===== src/rtl/audio_arb_pkg.sv =====
// Shared types and width defaults for the left/right audio sample arbiter.
package audio_arb_pkg;

  typedef enum logic {
    CH_L = 1'b0,
    CH_R = 1'b1
  } chan_e;

  localparam int unsigned S_WD_DEF = 16;
  localparam int unsigned L_WD_DEF = 24;

endpackage


===== src/rtl/signed_data_extend.sv =====
// Combinational sign/zero extension of an S_WD-bit value to L_WD bits.
module signed_data_extend #(
  parameter int unsigned S_WD = 16,
  parameter int unsigned L_WD = 24
) (
  input  logic [S_WD-1:0] data_i,
  input  logic            signed_i,
  output logic [L_WD-1:0] data_o
);

  logic ext_bit;

  assign ext_bit = signed_i & data_i[S_WD-1];
  assign data_o  = {{(L_WD-S_WD){ext_bit}}, data_i};

endmodule


===== src/rtl/audio_sample_arbiter.sv =====
// Shares one extension datapath between left/right sample sources and delivers
// channel-tagged, width-extended samples through a one-entry output register.
//
// state | meaning
// EMPTY | out_valid_o = 0, output register may be loaded
// FULL  | out_valid_o = 1, holds a sample until out_ready_i
module audio_sample_arbiter
  import audio_arb_pkg::*;
#(
  parameter int unsigned S_WD = S_WD_DEF,
  parameter int unsigned L_WD = L_WD_DEF
) (
  input  logic            clk_i,
  input  logic            rst_i,
  input  logic            l_valid_i,
  input  logic [S_WD-1:0] l_data_i,
  output logic            l_ready_o,
  input  logic            r_valid_i,
  input  logic [S_WD-1:0] r_data_i,
  output logic            r_ready_o,
  input  logic            signed_i,
  input  logic            alt_i,
  output logic            out_valid_o,
  output logic [L_WD-1:0] out_data_o,
  output logic            out_chan_o,
  input  logic            out_ready_i
);

  if (L_WD <= S_WD) begin : g_width_check
    $error("audio_sample_arbiter: L_WD must be greater than S_WD");
  end

  chan_e           pri_q, pri_d;
  chan_e           chan_q, chan_d;
  logic            valid_q, valid_d;
  logic [L_WD-1:0] data_q, data_d;

  logic            grant_l, grant_r;
  logic            can_take;
  logic            accept;
  logic [S_WD-1:0] sel_data;
  logic [L_WD-1:0] ext_data;

  always_comb begin
    grant_l = 1'b0;
    grant_r = 1'b0;
    if (alt_i) begin
      // Strict alternation: the non-pointed channel waits even if idle.
      grant_l = l_valid_i && (pri_q == CH_L);
      grant_r = r_valid_i && (pri_q == CH_R);
    end else if (l_valid_i && r_valid_i) begin
      grant_l = (pri_q == CH_L);
      grant_r = (pri_q == CH_R);
    end else begin
      grant_l = l_valid_i;
      grant_r = r_valid_i;
    end
  end

  assign can_take  = ~valid_q | out_ready_i;
  assign l_ready_o = can_take & grant_l & ~rst_i;
  assign r_ready_o = can_take & grant_r & ~rst_i;
  assign accept    = l_ready_o | r_ready_o;
  assign sel_data  = grant_r ? r_data_i : l_data_i;

  signed_data_extend #(
    .S_WD (S_WD),
    .L_WD (L_WD)
  ) u_extend (
    .data_i   (sel_data),
    .signed_i (signed_i),
    .data_o   (ext_data)
  );

  always_comb begin
    pri_d   = pri_q;
    chan_d  = chan_q;
    valid_d = valid_q;
    data_d  = data_q;
    if (accept) begin
      // Pointer always moves to the channel not granted; in alternation mode
      // the granted channel equals pri_q, so this is a toggle.
      pri_d   = grant_r ? CH_L : CH_R;
      chan_d  = grant_r ? CH_R : CH_L;
      data_d  = ext_data;
      valid_d = 1'b1;
    end else if (out_ready_i) begin
      valid_d = 1'b0;
    end
  end

  always_ff @(posedge clk_i) begin
    if (rst_i) begin
      pri_q   <= CH_L;
      chan_q  <= CH_L;
      valid_q <= 1'b0;
      data_q  <= '0;
    end else begin
      pri_q   <= pri_d;
      chan_q  <= chan_d;
      valid_q <= valid_d;
      data_q  <= data_d;
    end
  end

  assign out_valid_o = valid_q;
  assign out_data_o  = data_q;
  assign out_chan_o  = chan_q;

endmodule


===== config.mk =====
export PLATFORM = sky130hd
export DESIGN_NAME = audio_sample_arbiter
export DESIGN_NICKNAME = d
export VERILOG_FILES = /design/src/rtl/audio_arb_pkg.sv /design/src/rtl/signed_data_extend.sv /design/src/rtl/audio_sample_arbiter.sv
export SDC_FILE = /design/constraint.sdc
export NUM_CORES = 1
export LEC_CHECK = 0
export CORE_MARGIN = 2
export CORE_UTILIZATION = 34
export DETAILED_ROUTE_END_ITERATION = 6
export GPL_TIMING_DRIVEN = 0
export HOLD_SLACK_MARGIN = 0.12
export PLACE_DENSITY = 0.84
export SYNTH_ARGS = -nofsm -noshare
export SYNTH_HDL_FRONTEND = slang
export SYNTH_SLANG_ARGS = --single-unit

===== constraint.sdc =====
create_clock -name clk_i -period 2.1 [get_ports clk_i]
set_input_delay 0.63 -clock clk_i [delete_from_list [all_inputs] [get_ports clk_i]]
set_output_delay 0.63 -clock clk_i [all_outputs]
set_load 0.05 [all_outputs]

## Word level (Yosys, flattened, before mapping)

Index checks and enable logic that the tools add are counted.

| operators by class | value |
|---|---|
| mux-type cells | 9 |
| bitwise gates (word level) | 10 |
| reductions and logical operators | 4 |

Operators by type and width:

| operator | count |
|---|---|
| $mux 16 | 1 |
| $mux 1 | 8 |
| $and 1x1->1 | 5 |
| $logic_and 1x1->1 | 3 |
| $not 1->1 | 3 |
| $or 1x1->1 | 2 |
| $reduce_bool 2->1 | 1 |

| word-level totals | value |
|---|---|
| register bits after elaboration | 20 |
| bits of input ports | 39 |
| output and inout bits | 28 |
| word-level logic and storage cells | 27 |

## Depth between registers and ports, before layout

| depth | value |
|---|---|
| word-level depth | 7 |
| depth in mapped cells | 6 |
| depth with buffers taken out | 5 |

## Hierarchy

Synthesis repeated with hierarchy kept, for this count alone.

| second synthesis, totals | value |
|---|---|
| cells, all modules | 172 |
| area total of the unflattened synthesis | 1435.1 µm² |

By module, submodules not included:

| module | instances | cells each | area an instance (µm²) | seq. area each (µm²) |
|---|---|---|---|---|
| audio_sample_arbiter | 1 | 147 | 1248.7 | 540.5 |
| signed_data_extend | 1 | 25 | 186.4 | 0.0 |

## Worst setup path before layout

OpenSTA, ideal clock, no wires.

| timing path | value |
|---|---|
| path kind | input to output |
| start point | in l_valid_i |
| end point | out r_ready_o |
| arrival time | 1394 ps |
| setup slack | 76 ps |
| stages on the path | 4 |
| cell sequence | o21bai_1 nand4b_1 inv_2 buf_6 |

| on the way | value |
|---|---|
| cells in the longest elaborated chain, start to end | 5 |

Ends and longest elaborated chain:

| what | RTL line | text |
|---|---|---|
| start, declared | audio_sample_arbiter.sv:15 | `input logic l_valid_i,` |
| $logic_and 1x1->1 | audio_sample_arbiter.sv:51 | `end else if (l_valid_i && r_valid_i) begin` |
| $mux 1 | audio_sample_arbiter.sv:51 |  |
| $mux 1 | audio_sample_arbiter.sv:47 | `if (alt_i) begin` |
| $and 1x1->1 (2 in a row) | audio_sample_arbiter.sv:62 | `assign r_ready_o = can_take & grant_r & ~rst_i;` |
| end, declared | audio_sample_arbiter.sv:20 | `output logic r_ready_o,` |

No other way between the ends.

## Final worst setup path

| timing path | value |
|---|---|
| start point | in out_ready_i |
| end point | out r_ready_o |

| on the way | value |
|---|---|
| cells in the longest elaborated chain, start to end | 3 |

Ends and longest elaborated chain:

| what | RTL line | text |
|---|---|---|
| start, declared | audio_sample_arbiter.sv:26 | `input logic out_ready_i` |
| $or 1x1->1 | audio_sample_arbiter.sv:60 | `assign can_take = ~valid_q \| out_ready_i;` |
| $and 1x1->1 (2 in a row) | audio_sample_arbiter.sv:62 |  |

No other way between the ends.

==> metrics.cfg <==
[worst_hold_path]
min_path_type = flip-flop to flip-flop
hp-start = out_data_o[8]
hold_path_end = out_data_o[8]
min_path_cells = 2

[yosys]
yosysWarnings = 0
synth.distinct_cells = 23
seq_area_frac_synth_pct = 41.8
syn-num-nets = 150
yosysTopAreaCellShare_pct = 41.8
ys_ff_latch = 20
synth_area_leaders = dfxtp_1, nand2b_1, nand2_1
syn_area_um2 = 958
yosysMostFrequentCell = dfxtp_1
synth_ff_type = dfxtp_1
syn_avg_cell_area_um2 = 8.63
synth-edff-count = 0
async_flop_share_pct = 0
yosys.area.top_type = dfxtp_1
syn_inst = 111
ys_top_cells_by_count = dfxtp_1, nand2_1, nand2b_1

[timing]
slew_viol_final = 0
worstMarginPinSlew_ps = 544
hold_ws_ps = 473
slew_headroom_pct = 63.7
hold_viol = 0
post-route-min-period_ps = 2070
setup_violations = 0
fmax_mhz = 484
fin_skew_ps = 7.44
min_period_over_period_pct = 98.3
rsz0062_at_grt = no

[power]
seqPwrFrac_pct = 38.1
p_leak_nw = 0.817
p_comb_share_pct = 42.1
p_total_w = 0.00116
p_int_w = 0.000720
p_per_area_nw_per_um2 = 673
switching_share_pct = 38.2
power_frac_clock_pct = 19.8
switchingPower_w = 0.000445
peakVddDrop_mv = 0.506

[finish]
drive_above_1_share_pct = 21.4
fillers = 246
multi_input_area_um2 = 457
utilization_pct = 63.8
nets = 227
n_antenna_cell = 0
regArea_um2 = 400
area_growth_pct = 80.4

[cts]
clkLatencyLatePin_ps = 300
cts_made_buffers = 3
cts_root_buf = clkbuf_4
htreeDepth = 1
clock_sinks = 20
cts.clk_slew.worst_paths_ps = 120
cts_tree = done
clk_path_buf_depth = 2

[global_route]
grt_pass1_vias = 1190
grt_overflow = 0
grt_use_total_pct = 19.9
antenna_found_initial = 0
grt_pass1_wl_um = 5030
grt_max_degree = 13

[floorplanning]
initial_core_util_pct = 35.4
pin_count = 67
die_area_um2 = 3260
coreArea_um2 = 2710
dieHeight_um = 57.1
rows = 19
die_w_um = 57.1

[flow_run]
maxCapViolations = 0

[critical_path]
startpoint_type = primary input
crit_required_ps = 1470
rr_endpoint = out_data_o[3]
cp_max_fo = 3
worstSetupEndpointType = output port
crit_arrival_ps = 1440
r2r_start = out_valid_o
rrSetupSlack_ps = 450
r2r_cells = 8
crit_type = primary input to output port

[drt]
postRouteAntennaNets = 0
routed_wl_um = 3150
highest_layer = met4
wl_met3_um = 234
vias_per_cell = 5.15
wire_per_inst_um = 14.5
drt-met1-wl_um = 1340
drt_iter0_drc = 22
drc = 0
dr.pass1.iters = 4
vias = 1123
met2WireLength_um = 1520

[place]
gp_congestion = 0.724
numPortBuffers = 66
dp_hpwl_um = 2350

[outcome]
status = finished clean

## cell usage in the layout, fill, tap and decap left out, types with 5 or more instances in the layout
| cell | n |
|---|---|
| dlymetal6s2s_1 | 5 |
| clkdlybuf4s50_1 | 33 |
| o21ai_1 | 9 |
| clkbuf_2 | 7 |
| nand2b_1 | 10 |
| nor3_1 | 9 |
| a311oi_1 | 7 |
| nand2_1 | 18 |
| a22oi_1 | 8 |
| dfxtp_1 | 20 |
| buf_4 | 14 |
| dlygate4sd2_1 | 16 |
## flip-flops by register name (all words and copies together), names as in the netlist
| register | count |
|---|---|
| out_valid_o | 1 |
| out_data_o | 17 |
| out_chan_o | 1 |
| pri_q | 1 |
## worst max path at each step
stage	start	end	slack [ps]	depth (start not counted)
2_1_floorplan	l_valid_i	r_ready_o	80	4
3_3_place_gp	l_valid_i	r_ready_o	-1260	6
3_5_place_dp	l_valid_i	r_ready_o	-1290	6
4_1_cts	out_data_o[16]	out_data_o[20]	0.2	2
5_1_grt	r_valid_i	l_ready_o	6	4
6_report	out_ready_i	r_ready_o	30	6
## power groups by stage
| stage | clock network, W | logic (W) | registers (W) |
|---|---|---|---|
| 6_report | 0.000230 | 0.000491 | 0.000443 |
| 3_3_place_gp | 0 | 0.000499 | 0.000449 |
| 2_1_floorplan | 0 | 0.000175 | 0.000580 |
| 4_1_cts | 0.000235 | 0.000494 | 0.000444 |
| 3_5_place_dp | 0 | 0.000507 | 0.000452 |
| 5_1_grt | 0.000247 | 0.000517 | 0.000449 |
## critical path, stage by stage
cell and delay, ps:
dlygate4sd2_1 230, nand2b_4 140, nand4b_1 120, inv_2 60, buf_6 120, buf_8 140
## routing by layer
| metal | track usage (%) | up-vias |
|---|---|---|
| li1 | - | 544 |
| met1 | 20.8 | 519 |
| met2 | 36.6 | 52 |
| met3 | 4.99 | 8 |
| met4 | 9.97 | 0 |
| met5 | 0 | - |
## layout make-up
type                       count  area share, %
buffer                        14           6.01
sequential                    20           23.2
inverter                       1          0.217
timing repair buffer          73           39.9
multi-input combinational     75           26.4
clock buffer                   4           2.10
tap                           31           2.24
## what timing repair did
action | 4_1_cts | 5_1_grt
gates resized for setup | 56 | 12
setup endpoints to repair | 23 | 11
pin swaps | 2 | 4
setup buffers | 5 | 2
hold buffers | 0 | 0
## metrics by stage
stage	setup slack, ps	area, um2	setup TNS [ps]	cells
global route	5.57	1730	0	218
detailed placement	-1290	1660	-4190	208
CTS	0.182	1730	0	216
finish	34.9	1730	0	218
global placement	-1260	1660	-3300	208
floorplan	75.8	958	0	111
## logic make-up after synthesis
| group | Yosys count | share of synthesized area [%] |
|---|---|---|
| compound gates | 32 | 23.8 |
| buf+inv | 16 | 11.7 |
| simple gates | 43 | 22.7 |
| flops | 20 | 41.8 |
(Power assumes the default switching activity.)
